--- src/rtl/native_mem_pkg.sv ---
// rtl/native_mem_pkg.sv - shared types and constants for the native memory arbiter
package native_mem_pkg;

    typedef enum logic {IDLE = 1'b0, GRANT = 1'b1} arb_state_e;

    typedef enum logic {ARB_FIXED = 1'b0, ARB_RR = 1'b1} arb_mode_e;

    localparam logic [31:0] NATIVE_TIMEOUT_RDATA = 32'hDEAD_BEEF;

    // Index after idx, wrapping n-1 back to 0.
    function automatic int wrap_inc(input int idx, input int n);
        return (idx + 1 >= n) ? 0 : idx + 1;
    endfunction

endpackage

--- src/rtl/rr_picker.sv ---
// rtl/rr_picker.sv - combinational rotating-priority request picker
//
// Searches req starting at index 'start', wrapping at N-1, and reports the first
// asserted request. Fixed priority is obtained by tying start to 0.
//   req      in   [N]   request vector
//   start    in   [IW]  index given highest priority
//   winner   out  [IW]  index of the chosen request (start when none)
//   any_req  out  1     at least one request asserted
module rr_picker #(
    parameter int N  = 2,
    parameter int IW = $clog2(N)
) (
    input  logic [N-1:0]  req,
    input  logic [IW-1:0] start,
    output logic [IW-1:0] winner,
    output logic          any_req
);

    logic [IW-1:0] idx;

    // Walk from the farthest candidate back to 'start' so the nearest one wins.
    always_comb begin
        winner  = start;
        any_req = 1'b0;
        idx     = start;
        for (int i = N - 1; i >= 0; i--) begin
            idx = IW'((int'(start) + i) % N);
            if (req[idx]) begin
                winner  = idx;
                any_req = 1'b1;
            end
        end
    end

endmodule

--- src/rtl/native_mem_arbiter.sv ---
// rtl/native_mem_arbiter.sv - N-to-1 arbiter for the PicoRV32 native memory interface
//
// Masters share one slave; a grant is held until the slave completes, the owner
// withdraws, or the optional response timeout expires.
//   clk, reset_n                        clock, asynchronous active-low reset
//   m_valid/m_instr/m_addr/m_wdata/m_wstrb  per-master requests
//   m_ready, m_rdata                    per-master completion pulse, shared read data
//   s_valid/s_instr/s_addr/s_wdata/s_wstrb  request forwarded to the slave
//   s_ready, s_rdata                    slave completion and read data
//   grant_id, busy, timeout_err         current owner, GRANT state, abort pulse
module native_mem_arbiter
    import native_mem_pkg::*;
#(
    parameter int          NUM_MASTERS    = 2,
    parameter int          ARB_MODE       = 1,
    parameter int          TIMEOUT_CYCLES = 0,
    parameter logic [31:0] TIMEOUT_RDATA  = NATIVE_TIMEOUT_RDATA
) (
    input  logic                               clk,
    input  logic                               reset_n,
    input  logic [NUM_MASTERS-1:0]             m_valid,
    input  logic [NUM_MASTERS-1:0]             m_instr,
    input  logic [NUM_MASTERS-1:0][31:0]       m_addr,
    input  logic [NUM_MASTERS-1:0][31:0]       m_wdata,
    input  logic [NUM_MASTERS-1:0][3:0]        m_wstrb,
    output logic [NUM_MASTERS-1:0]             m_ready,
    output logic [31:0]                        m_rdata,
    output logic                               s_valid,
    output logic                               s_instr,
    output logic [31:0]                        s_addr,
    output logic [31:0]                        s_wdata,
    output logic [3:0]                         s_wstrb,
    input  logic                               s_ready,
    input  logic [31:0]                        s_rdata,
    output logic [$clog2(NUM_MASTERS)-1:0]     grant_id,
    output logic                               busy,
    output logic                               timeout_err
);

    localparam int   IW      = $clog2(NUM_MASTERS);
    localparam int   CW      = (TIMEOUT_CYCLES > 0) ? $clog2(TIMEOUT_CYCLES + 1) : 1;
    localparam logic USE_TMO = (TIMEOUT_CYCLES > 0);
    localparam logic RR_MODE = (ARB_MODE == int'(ARB_RR));

    arb_state_e    state_q, state_d;
    logic [IW-1:0] grant_q, grant_d;
    logic [IW-1:0] ptr_q, ptr_d;
    logic [CW-1:0] cnt_q, cnt_d;
    logic [IW-1:0] pick_start, pick_winner, ptr_next;
    logic          pick_any, owner_valid, tmo_hit;

    assign pick_start = RR_MODE ? ptr_q : '0;

    rr_picker #(
        .N  (NUM_MASTERS),
        .IW (IW)
    ) u_picker (
        .req     (m_valid),
        .start   (pick_start),
        .winner  (pick_winner),
        .any_req (pick_any)
    );

    assign owner_valid = m_valid[grant_q];
    assign tmo_hit     = USE_TMO && (cnt_q == CW'(TIMEOUT_CYCLES));
    assign ptr_next    = IW'(wrap_inc(int'(grant_q), NUM_MASTERS));

    // Request path is a plain mux of the owner; only s_valid is gated by state.
    assign s_instr  = m_instr[grant_q];
    assign s_addr   = m_addr[grant_q];
    assign s_wdata  = m_wdata[grant_q];
    assign s_wstrb  = m_wstrb[grant_q];
    assign grant_id = grant_q;
    assign busy     = (state_q == GRANT);

    always_comb begin
        state_d     = state_q;
        grant_d     = grant_q;
        ptr_d       = ptr_q;
        cnt_d       = cnt_q;
        s_valid     = 1'b0;
        m_ready     = '0;
        m_rdata     = '0;
        timeout_err = 1'b0;
        case (state_q)
            IDLE: begin
                if (pick_any) begin
                    grant_d = pick_winner;
                    cnt_d   = '0;
                    state_d = GRANT;
                end
            end
            GRANT: begin
                // The timeout cycle withdraws s_valid so the slave cannot also complete it.
                s_valid = owner_valid && !tmo_hit;
                if (!owner_valid) begin
                    state_d = IDLE;
                end else if (tmo_hit) begin
                    m_ready[grant_q] = 1'b1;
                    m_rdata          = TIMEOUT_RDATA;
                    timeout_err      = 1'b1;
                    ptr_d            = ptr_next;
                    state_d          = IDLE;
                end else if (s_ready) begin
                    m_ready[grant_q] = 1'b1;
                    m_rdata          = s_rdata;
                    ptr_d            = ptr_next;
                    state_d          = IDLE;
                end else if (USE_TMO) begin
                    cnt_d = cnt_q + 1'b1;
                end
            end
            default: state_d = IDLE;
        endcase
    end

    always_ff @(posedge clk or negedge reset_n) begin
        if (!reset_n) begin
            state_q <= IDLE;
            grant_q <= '0;
            ptr_q   <= '0;
            cnt_q   <= '0;
        end else begin
            state_q <= state_d;
            grant_q <= grant_d;
            ptr_q   <= ptr_d;
            cnt_q   <= cnt_d;
        end
    end

endmodule
--- config.mk ---
export PLATFORM = sky130hd
export DESIGN_NAME = native_mem_arbiter
export DESIGN_NICKNAME = d
export VERILOG_FILES = /design/src/rtl/native_mem_pkg.sv /design/src/rtl/rr_picker.sv /design/src/rtl/native_mem_arbiter.sv
export SDC_FILE = /design/constraint.sdc
export NUM_CORES = 1
export LEC_CHECK = 0
export ABC_AREA = 1
export CAP_MARGIN = 5
export CORE_AREA = 2 2 109 111
export DETAILED_ROUTE_END_ITERATION = 10
export DIE_AREA = 0 0 111 113
export SKIP_LAST_GASP = 1
export SLEW_MARGIN = 10
export SYNTH_ARGS = -nofsm -noshare
export SYNTH_HDL_FRONTEND = slang
export SYNTH_HIERARCHICAL = 1
export SYNTH_SLANG_ARGS = --single-unit
export TNS_END_PERCENT = 10
--- constraint.sdc ---
create_clock -name clk -period 1.49 [get_ports clk]
set_input_delay 0.2235 -clock clk [delete_from_list [all_inputs] [get_ports clk]]
set_output_delay 0.2235 -clock clk [all_outputs]
set_load 0.05 [all_outputs]
==> results of run 1 <==
## flip-flops by register name, summed over array words and instances (netlist names)
name,flops
pick_start,1
busy,1
grant_id,1
## synthesized netlist by cell type
cell	number
a21oi_1	3
buf_2	5
buf_4	2
buf_6	4
clkbuf_1	8
conb_1	1
dfrtp_1	3
inv_1	36
inv_4	1
nand2_1	213
nand2_2	2
nand2_4	1
nand3_1	1
nor2_1	6
nor2_2	30
o21ai_0	1
or2_1	1
## metrics by stage
stage	worst slack (ns)	instances	total power (W)	area, um^2
after global placement	-0.1526	735	0.007765	4368
final	-0.2209	742	0.008315	4629
after floorplan	-0.1540	318	0.005172	1569
after CTS	-0.1876	740	0.008316	4537
after detailed placement	-0.1886	735	0.007786	4368
after global routing	-0.2505	742	0.008763	4629
## kinds of logic (layout without fill, tap and decap cells)
group,Yosys count,after routing
simple gates,254,254
buf+inv,56,337
compound gates,4,4
flops,3,3
other cells,1,1
## area by class of cell
class / instances / area (um^2)
fillers: 1142 / 6643
repair buffers: 296 / 2899
well taps: 143 / 178.9
multi-input cells: 259 / 1254
clock buffers: 4 / 78.83
inverters: 37 / 141.4
flip-flops and latches: 3 / 77.57
## routing by layer
layer	global-route usage, %	part of all wire [%]
met5	0	0
met4	3.417	1.9
met3	3.160	7.8
met2	27.36	56
met1	12.28	34
## worst min-delay path by stage
stage / cells past startpoint / slack (ns) / start / end
2_1_floorplan: 0 / -0.07 / reset_n / busy$_DFF_PN0_
3_3_place_gp: 1 / 0.41 / reset_n / pick_start$_DFFE_PN0P_
3_5_place_dp: 1 / 0.42 / reset_n / pick_start$_DFFE_PN0P_
4_1_cts: 1 / 0.18 / reset_n / grant_id$_DFFE_PN0P_
5_1_grt: 1 / 0.19 / reset_n / grant_id$_DFFE_PN0P_
6_report: 1 / 0.18 / reset_n / grant_id$_DFFE_PN0P_
## power by group
| part | internal, W | switching (W) | leakage, nW |
|---|---|---|---|
| combinational | 0.00248 | 0.00524 | 2.29 |
| clock | 0.000353 | 0.0000697 | 0.0382 |
| sequential | 0.000126 | 0.0000459 | 0.0334 |
| total | 0.00296 | 0.00535 | 2.36 |
## worst max-delay path, stage by stage
cell             delay (ns)
clkdlybuf4s50_1        0.55
nand2_4                0.08
nand2_4                0.09
nand2_8                0.08
clkbuf_16              0.19
nor2_4                 0.12
buf_8                  0.15
## repair_timing
item	CTS	global route
setup buffers	1	1
pin swaps	0	3
gates cloned	0	1
setup endpoints to repair	103	104
gates resized for setup	22	15
==> results.toml, run 1 <==
[synth]
synth_compound_gate_area_share_pct = 1.430
avgSynthCellArea_um2 = 4.403
synth_fa_ha_area_share_pct = 0
synth_nets = 493
synth_top_family_by_area = "simple AND/OR/NAND/NOR gates"
synth-simple-area-share_pct = 74.62
synth_cells = 318
yosysSeqAreaShare_pct = 5.362
synth.mux.area_fraction_pct = 0
yosys_warnings = 6
synth_area_mm2 = 0.001400
synth_top_area_cell = "nand2_1"
synth_top_area_share_pct = 57.10
yosysUniqueCellTypes = 17
synth_xor_area_share_pct = 0
synth_seq_cells = 3
synthTopCellsByArea = "nand2_1 57%, nor2_2 13%, inv_1 9.7%, dfrtp_1 5.4%, buf_6 3.2%"

[detailed_routing]
drtIter0Drc = 51
ant_nets = 0
wl_per_cell_um = 11.96
drt_pass1_iterations = 4
drc = 0
vias_per_cell = 3.801
routed_wl_um = 8876
vias = 2820

[worst_setup_path]
critPathArrivalTime_ns = 1.49
worstPathRequired_ns = 1.27
rr_worst_depth = 7
r2r_end = "pick_start$_DFFE_PN0P_"
crit_type = "in2out"
rr_startpoint = "grant_id$_DFFE_PN0P_"
crit_start = "m_valid[0]"
cp_max_fo = 8
crit_path_start_kind = "input port"
crit_path_end_kind = "primary output"
worstSetupEndpoint = "m_rdata[25]"
reg2reg_slack_ns = 0.34

[power]
peakVddDrop_uv = 1022
cellPowerDensity_mw_per_mm2 = 1796
power.leakage_nw = 2.360

[global_route]
grt_max_degree = 42
gr-total-overflow = 0
grt_use_total_pct = 12.97
antenna_found_initial = 0
grt_pass1_vias = 2869
grt_pass1_wl_um = 13320

[sta]
final.setup.worst_slack_ns = -0.2209
slew_violations = 0
finClkSkew_ns = 0.002629
fmax_mhz = 584.5
layout_min_cycle_time_ns = 1.711
hold_viol_final = 0
finalCritPeriodShare_pct = 114.8
holdWs_ns = 0.1826
rsz0062_at_grt = "yes"
tns_ns = -9.677
setup_viol = 104

[floorplan]
io_pins = 282
die_w_um = 111
die-area_mm2 = 0.01254
core-area_mm2 = 0.01127
fp.dieH_um = 113
initial_utilization_pct = 12.42
row_count = 39

[status]
outcome = "finished with violations"
violations = "negative setup slack"

[clock_tree]
cts_made_buffers = 3
insertion_delay_ns = 0.22
cts.clk_slew.worst_paths_ns = 0.03
clock-sinks = 3
clock_path_buffers = 2
hold_buffers = 0
htreeDepth = 1
cts_tree = "built"
cts_root_buf = "clkbuf_16"

[cells_and_area]
final_cell_mix = "212 x nand2_1, 174 x clkdlybuf4s50_1, 82 x buf_4"
layout_commonest_cell = "nand2_1"
finalCoreUtilization_pct = 41.07
drive_above_1_share_pct = 28.05
num-nets-final = 775
area_growth_pct = 230.7
diodes = 0

[placement]
dp_hpwl_um = 7562
gp_congestion = 0.8336
portBuffers = 280

[job]
maxCapViolations = 0

[min_path]
hold_path_class = "in2async"
Note: power is estimated with default switching activity, not from simulation.
==> inputs of run 2 (changes only) <==
--- a/config.mk
+++ b/config.mk
@@ -6,7 +6,7 @@
 export NUM_CORES = 1
 export LEC_CHECK = 0
 export ABC_AREA = 1
-export CAP_MARGIN = 5
+export CAP_MARGIN = 10
 export CORE_AREA = 2 2 109 111
 export DETAILED_ROUTE_END_ITERATION = 10
 export DIE_AREA = 0 0 111 113
==> results of run 2 <==
Same layout as run 1: the final DEF is identical, and so are final timing and power.
==> inputs of run 3 (changes only) <==
==> constraint.sdc (replaced) <==
create_clock -name clk -period 1.8 [get_ports clk]
set_input_delay 0.27 -clock clk [delete_from_list [all_inputs] [get_ports clk]]
set_output_delay 0.27 -clock clk [all_outputs]
set_load 0.05 [all_outputs]
==> run 3 against run 2 <==
Net effect:
- the flow now finishes without violations
- sequential power down 15%
- via count up 1.7%
- global-route usage up 0.58 points
- power up 7.3%
- critical path type unchanged
- wire length up 6.5%
- sequential share of layout area down 0.33 points
- critical path depth unchanged
- hold slack better by 0.048 ns
==> results.toml, run 3 (same netlist as run 1, synthesis figures left out) <==
[detailed_routing]
routed_wl_um = 9449
vias = 2868
wl_per_cell_um = 12.77
vias_per_cell = 3.876
drc = 0
ant_nets = 0
drt_pass1_iterations = 4
drtIter0Drc = 108

[sta]
holdWs_ns = 0.2305
tns_ns = 0
finClkSkew_ns = 0.006622
setup_viol = 0
hold_viol_final = 0
rsz0062_at_grt = "yes"
layout_min_cycle_time_ns = 1.773
final.setup.worst_slack_ns = 0.02683
slew_violations = 0
fmax_mhz = 564.0
finalCritPeriodShare_pct = 98.51

[worst_setup_path]
crit_path_end_kind = "primary output"
critical-path-slowest-cell = "clkdlybuf4s50_1"
worstPathRequired_ns = 1.53
cp_max_fo = 10
crit_type = "in2out"
worst-path-buf-inv = 3
crit_path_start_kind = "input port"
critPathTopFamily = "buffers and inverters"
critPathArrivalTime_ns = 1.50
slowest_delay_ns = 0.50
path_common_cell = "buf_12"
path_cells = "clkdlybuf4s50_1 -> nand2_2 -> nand2_4 -> nand2_8 -> buf_12 -> nor2_2 -> buf_12"

[power]
peakVddDrop_uv = 1062
p_int_w = 0.004088
pwr-share-seq_pct = 1.6
p_sw_w = 0.004830
p_sw_share_pct = 54.16
p_clk_share_pct = 4.0
cellPowerDensity_mw_per_mm2 = 1568
pwr-share-comb_pct = 94.3
power.leakage_nw = 2.717

[cells_and_area]
area_growth_pct = 306.2
num-nets-final = 773
layout_commonest_cell = "nand2_1"
drive_above_1_share_pct = 26.97
diodes = 0
finalCoreUtilization_pct = 50.45
final_cell_mix = "211 x nand2_1, 173 x clkdlybuf4s50_1, 107 x buf_12"
final_cells = 740

[clock_tree]
cts.clk_slew.worst_paths_ns = 0.03
cts_root_buf = "clkbuf_16"
clock-sinks = 3
cts_setup_buffers = 0
insertion_delay_ns = 0.23
clock_path_buffers = 2
cts_made_buffers = 3
cts_tree = "built"
htreeDepth = 1

[global_route]
grt_max_degree = 43
antenna_found_initial = 0
grt_pass1_wl_um = 14000
grt_use_total_pct = 13.55
grt_pass1_vias = 2783
gr-total-overflow = 0

[placement]
post-place-ws_ns = 0.01173
numPlacedInstances = 733
gp_congestion = 0.8122
dp_hpwl_um = 8092
portBuffers = 280

[job]
maxCapViolations = 0

[floorplan]
io_pins = 282
row_count = 39
initial_utilization_pct = 12.42
die_w_um = 111
fp.dieH_um = 113
die-area_mm2 = 0.01254
core-area_mm2 = 0.01127

[min_path]
hold_path_class = "in2async"

[status]
outcome = "completed"
-- run 3: cell types whose count changed in the layout (fill, tap and decap cells not counted), moves of 2 or more --
cell / delta
buf_12: +99
buf_4: -74
buf_6: -26
buf_8: -2
nand2_2: +2
nor2_1: +4
nor2_2: +5
nor2_4: -9
-- run 3: path summary, 6_finish.rpt --
| kind | startpoint | end | depth (start not counted) | slack [ns] |
|---|---|---|---|---|
| worst max-delay path | m_valid[1] | m_rdata[24] | 7 | 0.03 |
| worst min-delay path | reset_n | pick_start$_DFFE_PN0P_ | 1 | 0.23 |
| worst max register to register | grant_id$_DFFE_PN0P_ | pick_start$_DFFE_PN0P_ | 6 | 0.66 |
| worst min register to register | pick_start$_DFFE_PN0P_ | pick_start$_DFFE_PN0P_ | 2 | 0.56 |
| max in group asynchronous | reset_n | grant_id$_DFFE_PN0P_ | 1 | 1.40 |
| min in group clk | m_valid[0] | grant_id$_DFFE_PN0P_ | 4 | 0.45 |
-- run 3: final cells by class --
type | instances | area, um^2
Fill cell | 1030 | 5585
Timing Repair Buffer | 293 | 4005
Multi-Input combinational cell | 260 | 1204
Tap cell | 143 | 178.9
Inverter | 37 | 143.9
Clock buffer | 4 | 78.83
Sequential cell | 3 | 76.32
-- run 3: power by group through the flow --
stage | Sequential [W] | Combinational, W | Clock (W)
CTS | 0.000143 | 0.00834 | 0.000364
detailed placement | 0.000142 | 0.00831 | 0
global route | 0.000160 | 0.00877 | 0.000370
global placement | 0.000143 | 0.00826 | 0
floorplan | 0.000197 | 0.00398 | 0
finish | 0.000147 | 0.00841 | 0.000357
-- run 3: timing repair --
action | 4_1_cts | 5_1_grt
endpoints found under the setup margin | 3 | 34
gates cloned | 0 | 3
pin swaps | 0 | 2
hold buffers | 0 | 0
resized for setup | 1 | 31
endpoints found under the hold margin | 0 | 0
-- run 3: layer usage --
layer	routed length, um	global-route usage [%]	vias to the layer above
li1	-	-	1460
met1	3322	14.57	1229
met2	5152	26.50	169
met3	833	3.321	10
met4	140	3.333	0
met5	0	0	-
-- run 3: metrics by stage --
step	total power [W]	area, um^2
final	0.008918	5687
after global routing	0.009298	5687
after CTS	0.008843	5499
after detailed placement	0.008453	5416
after global placement	0.008407	5416
after floorplan	0.004180	1405
